## src/rtl/xosera_pkg.sv

```systemverilog
// Shared constants and types for the VRAM arbiter slice.
package xosera_pkg;

  localparam int unsigned VRAM_ADDR_W = 16;
  localparam int unsigned VRAM_DATA_W = 16;

  typedef enum logic [1:0] {
    OWN_NONE = 2'd0,
    OWN_VGEN = 2'd1,
    OWN_HOST = 2'd2,
    OWN_BLIT = 2'd3
  } vram_owner_t;

endpackage

```

## src/rtl/vram_arb_if.sv

```systemverilog
// Requester-side VRAM access port: one pending request at a time, busy/rd_valid handshake.
interface vram_arb_if
  import xosera_pkg::*;
#(
  parameter int unsigned ADDR_W = VRAM_ADDR_W,
  parameter int unsigned DATA_W = VRAM_DATA_W
);
  logic              req;
  logic              wr;
  logic [ADDR_W-1:0] addr;
  logic [DATA_W-1:0] wdata;
  logic              busy;
  logic              rd_valid;
  logic [DATA_W-1:0] rd_data;

  modport master (output req, wr, addr, wdata, input busy, rd_valid, rd_data);
  modport slave  (input req, wr, addr, wdata, output busy, rd_valid, rd_data);
endinterface

```

## src/rtl/vram_arb_port.sv

```systemverilog
// One requester port: single-entry pending register, busy flag and read-data capture.
module vram_arb_port
  import xosera_pkg::*;
#(
  parameter int unsigned ADDR_W = VRAM_ADDR_W,
  parameter int unsigned DATA_W = VRAM_DATA_W
) (
  input  logic              clk,
  input  logic              reset_n,
  vram_arb_if.slave         bus,
  input  logic              grant,
  input  logic              capture,
  input  logic [DATA_W-1:0] vram_rdata,
  output logic              pend_valid,
  output logic              pend_wr,
  output logic [ADDR_W-1:0] pend_addr,
  output logic [DATA_W-1:0] pend_wdata
);

  logic              valid_q;
  logic              wr_q;
  logic [ADDR_W-1:0] addr_q;
  logic [DATA_W-1:0] wdata_q;
  logic              rd_valid_q;
  logic [DATA_W-1:0] rd_data_q;

  always_ff @(posedge clk or negedge reset_n) begin
    if (!reset_n) begin
      valid_q    <= 1'b0;
      wr_q       <= 1'b0;
      addr_q     <= '0;
      wdata_q    <= '0;
      rd_valid_q <= 1'b0;
      rd_data_q  <= '0;
    end else begin
      // Requests are only sampled while idle; a request during busy is dropped.
      if (!valid_q) begin
        if (bus.req) begin
          valid_q <= 1'b1;
          wr_q    <= bus.wr;
          addr_q  <= bus.addr;
          wdata_q <= bus.wdata;
        end
      end else if (grant) begin
        valid_q <= 1'b0;
      end
      rd_valid_q <= capture;
      if (capture) begin
        rd_data_q <= vram_rdata;
      end
    end
  end

  assign bus.busy     = valid_q;
  assign bus.rd_valid = rd_valid_q;
  assign bus.rd_data  = rd_data_q;
  assign pend_valid   = valid_q;
  assign pend_wr      = wr_q;
  assign pend_addr    = addr_q;
  assign pend_wdata   = wdata_q;

endmodule

```

## src/rtl/vram_arb.sv

```systemverilog
// VRAM access arbiter: video fetch always wins, host (and blit with VRAM_ARB_BLIT_EN)
// share remaining slots round-robin; read data is routed back via a registered owner tag.
module vram_arb
  import xosera_pkg::*;
#(
  parameter int unsigned ADDR_W = VRAM_ADDR_W,
  parameter int unsigned DATA_W = VRAM_DATA_W
) (
  input  logic              clk,
  input  logic              reset_n,
  input  logic              vgen_sel,
  input  logic [ADDR_W-1:0] vgen_addr,
  output logic [DATA_W-1:0] vgen_data,
  vram_arb_if.slave         host,
`ifdef VRAM_ARB_BLIT_EN
  vram_arb_if.slave         blit,
`endif
  output logic              vram_sel,
  output logic              vram_wr_en,
  output logic [ADDR_W-1:0] vram_addr,
  output logic [DATA_W-1:0] vram_wdata,
  input  logic [DATA_W-1:0] vram_rdata
);

  vram_owner_t tag_q, tag_d;

  logic              host_v, host_wr, host_grant;
  logic [ADDR_W-1:0] host_a;
  logic [DATA_W-1:0] host_d;

  vram_arb_port #(.ADDR_W(ADDR_W), .DATA_W(DATA_W)) u_host (
    .clk        (clk),
    .reset_n    (reset_n),
    .bus        (host),
    .grant      (host_grant),
    .capture    (tag_q == OWN_HOST),
    .vram_rdata (vram_rdata),
    .pend_valid (host_v),
    .pend_wr    (host_wr),
    .pend_addr  (host_a),
    .pend_wdata (host_d)
  );

`ifdef VRAM_ARB_BLIT_EN
  logic              blit_v, blit_wr, blit_grant;
  logic [ADDR_W-1:0] blit_a;
  logic [DATA_W-1:0] blit_d;
  logic              rr_q, rr_d;  // 0: host favoured on contention, 1: blit favoured

  vram_arb_port #(.ADDR_W(ADDR_W), .DATA_W(DATA_W)) u_blit (
    .clk        (clk),
    .reset_n    (reset_n),
    .bus        (blit),
    .grant      (blit_grant),
    .capture    (tag_q == OWN_BLIT),
    .vram_rdata (vram_rdata),
    .pend_valid (blit_v),
    .pend_wr    (blit_wr),
    .pend_addr  (blit_a),
    .pend_wdata (blit_d)
  );
`endif

  always_comb begin
    vram_sel   = 1'b0;
    vram_wr_en = 1'b0;
    vram_addr  = '0;
    vram_wdata = '0;
    host_grant = 1'b0;
    tag_d      = OWN_NONE;
`ifdef VRAM_ARB_BLIT_EN
    blit_grant = 1'b0;
    rr_d       = rr_q;
`endif
    if (vgen_sel) begin
      vram_sel  = 1'b1;
      vram_addr = vgen_addr;
      tag_d     = OWN_VGEN;
    end else begin
`ifdef VRAM_ARB_BLIT_EN
      if (host_v && blit_v) begin
        host_grant = !rr_q;
        blit_grant = rr_q;
        rr_d       = !rr_q;
      end else begin
        host_grant = host_v;
        blit_grant = blit_v;
      end
      if (blit_grant) begin
        vram_sel   = 1'b1;
        vram_wr_en = blit_wr;
        vram_addr  = blit_a;
        vram_wdata = blit_d;
        tag_d      = blit_wr ? OWN_NONE : OWN_BLIT;
      end
`else
      host_grant = host_v;
`endif
      if (host_grant) begin
        vram_sel   = 1'b1;
        vram_wr_en = host_wr;
        vram_addr  = host_a;
        vram_wdata = host_d;
        tag_d      = host_wr ? OWN_NONE : OWN_HOST;
      end
    end
  end

  always_ff @(posedge clk or negedge reset_n) begin
    if (!reset_n) begin
      tag_q <= OWN_NONE;
`ifdef VRAM_ARB_BLIT_EN
      rr_q  <= 1'b0;
`endif
    end else begin
      tag_q <= tag_d;
`ifdef VRAM_ARB_BLIT_EN
      rr_q  <= rr_d;
`endif
    end
  end

  assign vgen_data = vram_rdata;

endmodule

```

## src/flat_wrapper.sv

```systemverilog
// flat-port wrapper written by rule: the top's interface ports become plain ports
module vram_arb_flat import xosera_pkg::*;
#(
  parameter int unsigned ADDR_W = VRAM_ADDR_W,
  parameter int unsigned DATA_W = VRAM_DATA_W
)
  (clk, reset_n, vgen_sel, vgen_addr, vgen_data, vram_sel, vram_wr_en, vram_addr, vram_wdata, vram_rdata, host_req, host_wr, host_addr, host_wdata, host_busy, host_rd_valid, host_rd_data);
  vram_arb_if #(.ADDR_W(ADDR_W), .DATA_W(DATA_W)) host_i ();
  input  logic clk;
  input  logic reset_n;
  input  logic vgen_sel;
  input  logic [ADDR_W-1:0] vgen_addr;
  output logic [DATA_W-1:0] vgen_data;
  output logic vram_sel;
  output logic vram_wr_en;
  output logic [ADDR_W-1:0] vram_addr;
  output logic [DATA_W-1:0] vram_wdata;
  input  logic [DATA_W-1:0] vram_rdata;
  input wire logic [$bits(host_i.req)-1:0] host_req;
  input wire logic [$bits(host_i.wr)-1:0] host_wr;
  input wire logic [$bits(host_i.addr)-1:0] host_addr;
  input wire logic [$bits(host_i.wdata)-1:0] host_wdata;
  output wire logic [$bits(host_i.busy)-1:0] host_busy;
  output wire logic [$bits(host_i.rd_valid)-1:0] host_rd_valid;
  output wire logic [$bits(host_i.rd_data)-1:0] host_rd_data;
  assign host_i.req = host_req;
  assign host_i.wr = host_wr;
  assign host_i.addr = host_addr;
  assign host_i.wdata = host_wdata;
  assign host_busy = host_i.busy;
  assign host_rd_valid = host_i.rd_valid;
  assign host_rd_data = host_i.rd_data;
  vram_arb #(.ADDR_W(ADDR_W), .DATA_W(DATA_W)) u_core (.clk(clk), .reset_n(reset_n), .vgen_sel(vgen_sel), .vgen_addr(vgen_addr), .vgen_data(vgen_data), .host(host_i), .vram_sel(vram_sel), .vram_wr_en(vram_wr_en), .vram_addr(vram_addr), .vram_wdata(vram_wdata), .vram_rdata(vram_rdata));
endmodule
```

## config.mk

```make
export PLATFORM = sky130hd
export DESIGN_NAME = vram_arb_flat
export DESIGN_NICKNAME = d
export VERILOG_FILES = /design/src/rtl/xosera_pkg.sv /design/src/rtl/vram_arb_if.sv /design/src/rtl/vram_arb_port.sv /design/src/rtl/vram_arb.sv /design/src/flat_wrapper.sv
export SDC_FILE = /design/constraint.sdc
export NUM_CORES = 1
export LEC_CHECK = 0
export CAP_MARGIN = 20
export CORE_MARGIN = 4
export CORE_UTILIZATION = 30
export CTS_CLUSTER_DIAMETER = 80
export DETAILED_ROUTE_END_ITERATION = 12
export PLACE_DENSITY = 0.74
export SLEW_MARGIN = 10
export SYNTH_ARGS = -nofsm -noshare
export SYNTH_HDL_FRONTEND = slang
export SYNTH_SLANG_ARGS = --single-unit
export TNS_END_PERCENT = 10
```

## constraint.sdc

```tcl
create_clock -name clk -period 1.4 [get_ports clk]
set_clock_uncertainty 0.15 [all_clocks]
set_input_delay 0.21 -clock clk [delete_from_list [all_inputs] [get_ports clk]]
set_output_delay 0.21 -clock clk [all_outputs]
set_load 0.01 [all_outputs]
```

==> results of run 1 <==
## flip-flops by register name, summed over array words and instances (netlist names)
signal and cells:
u_core.u_host.bus.rd_valid 1, u_core.u_host.bus.busy 1, u_core.u_host.bus.rd_data 16, u_core.u_host.pend_wdata 16, u_core.tag_q 2, u_core.u_host.pend_wr 1, u_core.u_host.pend_addr 16
## cell usage after synthesis
library cell,instances
inv_1,1
mux2_4,29
or2_2,1
buf_2,4
mux2_2,20
and2b_1,1
a21o_1,1
a22o_1,15
o21ai_0,1
buf_6,6
and2_1,17
nand2b_1,1
nand2_1,2
clkbuf_1,1
buf_4,16
dfrtp_1,53
nor2b_1,2
## layout make-up
class | count | area (sq um)
well taps | 102 | 128
clock inverters | 2 | 13.8
multi-input cells | 90 | 982
repair buffers | 151 | 1410
inverters | 1 | 3.75
fillers | 727 | 3960
flip-flops and latches | 53 | 1330
clock buffers | 6 | 72.6
## worst max path at each step
stage	endpoint	slack, ns	depth (start not counted)
after floorplan	u_core.u_host.pend_addr[10]	-0.05	4
after global placement	vram_wdata[12]	-0.70	5
final	vram_addr[2]	-0.35	4
after detailed placement	vram_wdata[1]	-0.72	5
after global routing	vram_addr[10]	-0.40	4
after CTS	vram_addr[4]	-0.47	4
## repair_timing
action	4_1_cts	5_1_grt
setup endpoints to repair	101	67
pin swaps	3	5
cloned	0	2
resized for setup	172	22
endpoints found under the hold margin	53	0
hold buffers	1	0
## through the flow
step                setup TNS [ns]  area, sq um
finish                      -13.88         3930
global route                -17.37         3930
CTS                         -16.03         3870
detailed placement          -35.62         3930
global placement            -34.76         3930
floorplan                    -1.27         2500
## power breakdown
group	switching [uW]	internal, uW
combinational	640	1120
clock	498	358
sequential	208	1960
total	1350	3440
## kinds of logic after synthesis
| family | count (synthesis) | share of synthesized area (%) |
|---|---|---|
| and+or+nand+nor | 24 | 5.87 |
| buffers and inverters | 28 | 8.63 |
| DFF | 53 | 53.2 |
| muxes | 49 | 26.5 |
| AOI/OAI and AO/OA | 17 | 5.77 |
## layer usage
layer,up-vias,GRT usage [%]
met5,-,0
met4,0,3.26
met3,8,4.84
met2,103,20.1
met1,866,14.1
li1,842,-
==> results by group, run 1 <==
Finish
  – Area grow syn2layout: 57.8%
  – Share of cells above drive strength 1: between 30% and 40%
  – Final Util: 49.9%
  – ANT cells: 0
  – Non-filler cells in the finished layout: a little over 400
  – Most common cell after layout, fill and taps aside: clkdlybuf4s50_1
  – Commonest non-fill, non-tap cells in the layout: clkdlybuf4s50_1 (66), dfrtp_1 (53), dlygate4sd2_1 (34)
  – Final net count: around 370

Logic synthesis
  – Post-synthesis net count: 240
  – Cell accounting for the most synthesized area: dfrtp_1
  – Synth top area cells: dfrtp_1 (53%), mux2_4 (17%), mux2_2 (9.0%), a22o_1 (5.3%), buf_4 (4.8%)
  – Register bit total from synthesis: 53
  – Mapped cell area: approximately 0.0025 sq mm
  – Post-synthesis sequential area ratio: between 50 and 60%
  – Mapped Avg Cell Area: ~15 sq um
  – Cells after Synth: around 170
  – Netlist cell types: 17
  – Yosys warns: 0
  – Share of the synthesized area in the top cell type: 53.2%

Placed design
  – RePlAce Congestion: ~0.74
  – Placed Cells: 394
  – Detail Placement HPWL: 4570 um
  – Pre-CTS setup slack: -0.723 ns
  – Number of I/O port buffers: between 100 and 150

Clock tree
  – Num Clock Sinks: 53
  – CTS tree: yes
  – Clock transition at path regs: ~0.1 ns
  – CTS root buffer: clkbuf_8
  – CTS Buf Count: 5
  – Number of setup buffers added after CTS: 0
  – Later-pin clock latency in the skew report: roughly 0.3 ns
  – Max Buffers Root-to-Sink: 2
  – H-Tree Level Count: 2

Floorplan
  – Row cnt: 32
  – Core footprint: 0.00789 sq mm
  – Height of the die: 99.2 um
  – Starting Density: between 30% and 40%
  – Die X: about 99 um
  – Full die area: 0.00983 sq mm
  – Ports: around 140

STA
  – Final Cycle Share: 125%
  – Finish-stage setup viols: 67
  – Fmax: approximately 0.57 GHz
  – RSZ-0062 raised after global routing: true
  – Worst-margin pin slew: between 0.2 and 0.3 ns
  – Final Hold Viols: 0
  – WHS: 0.234 ns
  – Max Slew Vio Count: 0
  – Final worst slack: -0.347 ns
  – Min Tclk post-route: between 1.5 and 2 ns
  – Rel. slew slack: 81.0%

GRT
  – Pin count of the biggest net entering global routing: 54
  – Vias in the first global route: 1919
  – All-Layer GR Usage: between 10% and 20%
  – Antenna violations before repair: 0
  – Total gr overflow: 0
  – First-pass GRT wire length: between 9000 and 10000 um

Setup path
  – CP bufs+invs: 2
  – CP max stage delay: 0.40 ns
  – Worst R2R Setup Slack: -0.14 ns
  – Critical path class: reg2out
  – CP Cell Sequence: and2b_4 -> clkbuf_16 -> a22o_1 -> buf_2
  – Reg2reg end: u_core.u_host.pend_addr[1]
  – Critical path peak fanout: 6
  – Delay-heaviest family, CP: flip-flops
  – WP data arrival: 1.39 ns
  – Critical path capture point type: output pin
  – Startpoint types: flop
  – Worst Setup SP: u_core.u_host.bus.busy
  – R2R depth: 4
  – Origin of the critical flop-to-flop path: u_core.u_host.bus.busy
  – Slowest stage cell, crit path: dfrtp_1
  – Crit path required time: around 1.0 ns

Routing
  – Iter 0 DRT Violations: 33
  – Highest routed layer: met4
  – Wire length on met2: about 3000 um
  – Remaining antenna violation count: 0
  – Total wire length: about 6400 um
  – Vias: 1819
  – Wire length per cell: ~16 um
  – Metal1 wirelength: roughly 2700 um
  – Vias per cell: approximately 4.5
  – Detailed-route DRC error count: 0
  – DR WL met3: 651 um
  – Initial DRT Pass Iterations: 4

Pwr
  – Pleak: roughly 0.0019 uW
  – Max rail drop VDD: ~0.48 mV
  – Tot Pwr: about 4800 uW
  – Power density over the cells: 1220 mW/mm^2

Worst hold path
  – Hold-critical path depth: 2
  – Hold_sp: vgen_sel
  – Worst min path class: in2reg
  – Worst hold endpoint: u_core.tag_q[0]

Outcome
  – Status: finished, violations left
  – Failing checks: negative setup slack

Run
  – Total of max-cap violations: 0
(Power assumes the default switching activity.)
==> inputs of run 2 (changes only) <==
--- a/config.mk
+++ b/config.mk
@@ -11,7 +11,7 @@
 export CTS_CLUSTER_DIAMETER = 80
 export DETAILED_ROUTE_END_ITERATION = 12
 export PLACE_DENSITY = 0.74
-export SLEW_MARGIN = 10
+export SLEW_MARGIN = 20
 export SYNTH_ARGS = -nofsm -noshare
 export SYNTH_HDL_FRONTEND = slang
 export SYNTH_SLANG_ARGS = --single-unit
==> results of run 2 <==
Same layout as run 1: the final DEF is identical, and so are final timing and power.
==> edit (settings of run 1) <==
Change the package constant `VRAM_ADDR_W` from 16 to 15.
--- a/src/rtl/xosera_pkg.sv
+++ b/src/rtl/xosera_pkg.sv
@@ -3,3 +3,3 @@
 
-  localparam int unsigned VRAM_ADDR_W = 16;
+  localparam int unsigned VRAM_ADDR_W = 15;
   localparam int unsigned VRAM_DATA_W = 16;
Interface: changed (resized host_addr, vgen_addr and vram_addr); port bits go from 137 to 134. The function was not compared with the original's and may differ.
==> edit against run 1 <==
  * The flow still finishes with violations (setup timing)
  * Maximum frequency rose by 5.4%
  * Final cell count fell by 1.7%
  * Wire length fell by 9.5%
  * Total power fell by 3.9%
  * Register-to-register slack barely moved
  * Combinational power fell by 5%
  * Sequential cell count fell by 1
  * Cell area fell by 3.9%
  * Synthesized area fell by 0.55%
  * Worst setup slack improved by 0.090 ns
  * Highest routed layer unchanged
==> edit: results (changes against run 1) <==
Outcome - finished with violations
Violated checks - setup timing
Synth Instances - 168 (-1.8%)
Final worst slack - -0.257 ns (+0.0896 ns)
Final #Nets - 363 (-2.2%)
# placed instances - 390 (-1.0%)
Synth area leaders - dfrtp_1 52%, mux2_4 18%, mux2_2 8.6%
Maximum net fanout on the critical path - 16 (+10)
Non-filler cells, final - 398 (-1.7%)
DP HPWL - 4430 um (-3.0%)
Met2 wire length - 2650 um (-10%)
Final hold slack - 0.262 ns (+0.0280 ns)
Drt initial violations - 22 (-33%)
Share of cells above drive strength 1 - 37.2% (-1.1 points)
M2 GR Usage - 19.3% (-0.83 points)
Vias in the first global route - 1798 (-6.3%)
Distinct cell type count of the synthesized netlist - 18 (+1)
Routability cong. - 0.739 (about the same)
Metal-1 WL - 2430 um (-10%)
Pin count of the biggest net entering global routing - 29 (-46%)
Complex-gate fraction of the synthesized area - 5.45% (-0.32 points)
Post-Synthesis Net Count - 235 (-2.1%)
Arr. time, crit path - 1.30 ns (-0.09 ns)
Global-route met1 utilization - 14.1% (about the same)
Post-synthesis mux area share - 26.2% (-0.31 points)
Max_slew headroom - 76.0% (-5.0 points)
Met3 Routed Length - 636 um (-2.3%)
Lkg Pwr - 1.80 nW (-3.4%)
First-pass GRT wire length - 9020 um (-5.1%)
GRT Util Overall - 11.5% (-0.41 points)
Post-synthesis sequential area ratio - 52.5% (-0.71 points)
Final setup violation count - 65 (-3.0%)
Number of detailed-route iterations in the first pass - 2 (-2)
Worst IR Drop VDD - 0.405 mV (-15%)
Routed WL - 5770 um (-9.5%)
Port-buffer cells - 133 (-2.2%)
Fillers - 735 (+1.1%)
Vias - 1731 (-4.8%)
Worst flop-to-flop path endpoint - u_core.u_host.pend_addr[0]
Met3 GRT Util - 4.25% (-0.59 points)
Commonest cells post-synth - 52 x dfrtp_1, 29 x mux2_4, 19 x mux2_2
-- edit: per-stage QoR --
step	TNS [ns]	worst slack [ns]	area [um^2]
detailed placement	-33.08	-0.683	3860
floorplan	-1.08	-0.0382	2480
global placement	-32.38	-0.660	3860
global route	-14.21	-0.319	3780
CTS	-11.62	-0.280	3740
finish	-10.39	-0.257	3780
-- edit: kinds of logic after synthesis --
| logic type | after synthesis |
|---|---|
| DFF | 52 |
| muxes | 48 |
| buffers and inverters | 28 |
| and+or+nand+nor | 24 |
| AOI/OAI and AO/OA | 16 |
-- edit: what timing repair did --
action	CTS	global route
pin swaps	3	3
endpoints found under the hold margin	52	0
setup endpoints to repair	99	65
buffers inserted	1	0
gates resized for setup	176	8
hold buffers	1	0
-- edit: area by class of cell --
type,count,area (um^2),share of cell area [%]
clock buffers,6,72.6,1.92
clock inverters,1,5.00,0.132
inverters,1,3.75,0.0994
multi-input cells,88,955,25.3
flip-flops and latches,52,1300,34.4
well taps,102,128,3.38
repair buffers,148,1310,34.7
-- edit: worst max-delay path by stage --
stage / start / end / slack (ns) / cells past startpoint
after global routing: u_core.u_host.bus.busy / vram_addr[14] / -0.32 / 4
after detailed placement: vgen_sel / vram_wdata[7] / -0.68 / 5
after global placement: vgen_sel / vram_wdata[13] / -0.66 / 5
after floorplan: u_core.u_host.bus.busy / u_core.u_host.pend_addr[10] / -0.04 / 4
final: u_core.u_host.bus.busy / vram_addr[14] / -0.26 / 4
after CTS: u_core.u_host.bus.busy / vram_addr[14] / -0.28 / 4
-- edit: power breakdown --
part	switching [mW]	internal, mW
sequential	0.206	1.93
combinational	0.609	1.06
clock	0.457	0.341
-- edit: worst register-to-register path, cell delays in order, from the launching register on --
cell,delay (ns)
dfrtp_1,0.39
buf_4,0.16
nor2b_4,0.15
buf_12,0.22
mux2_2,0.37
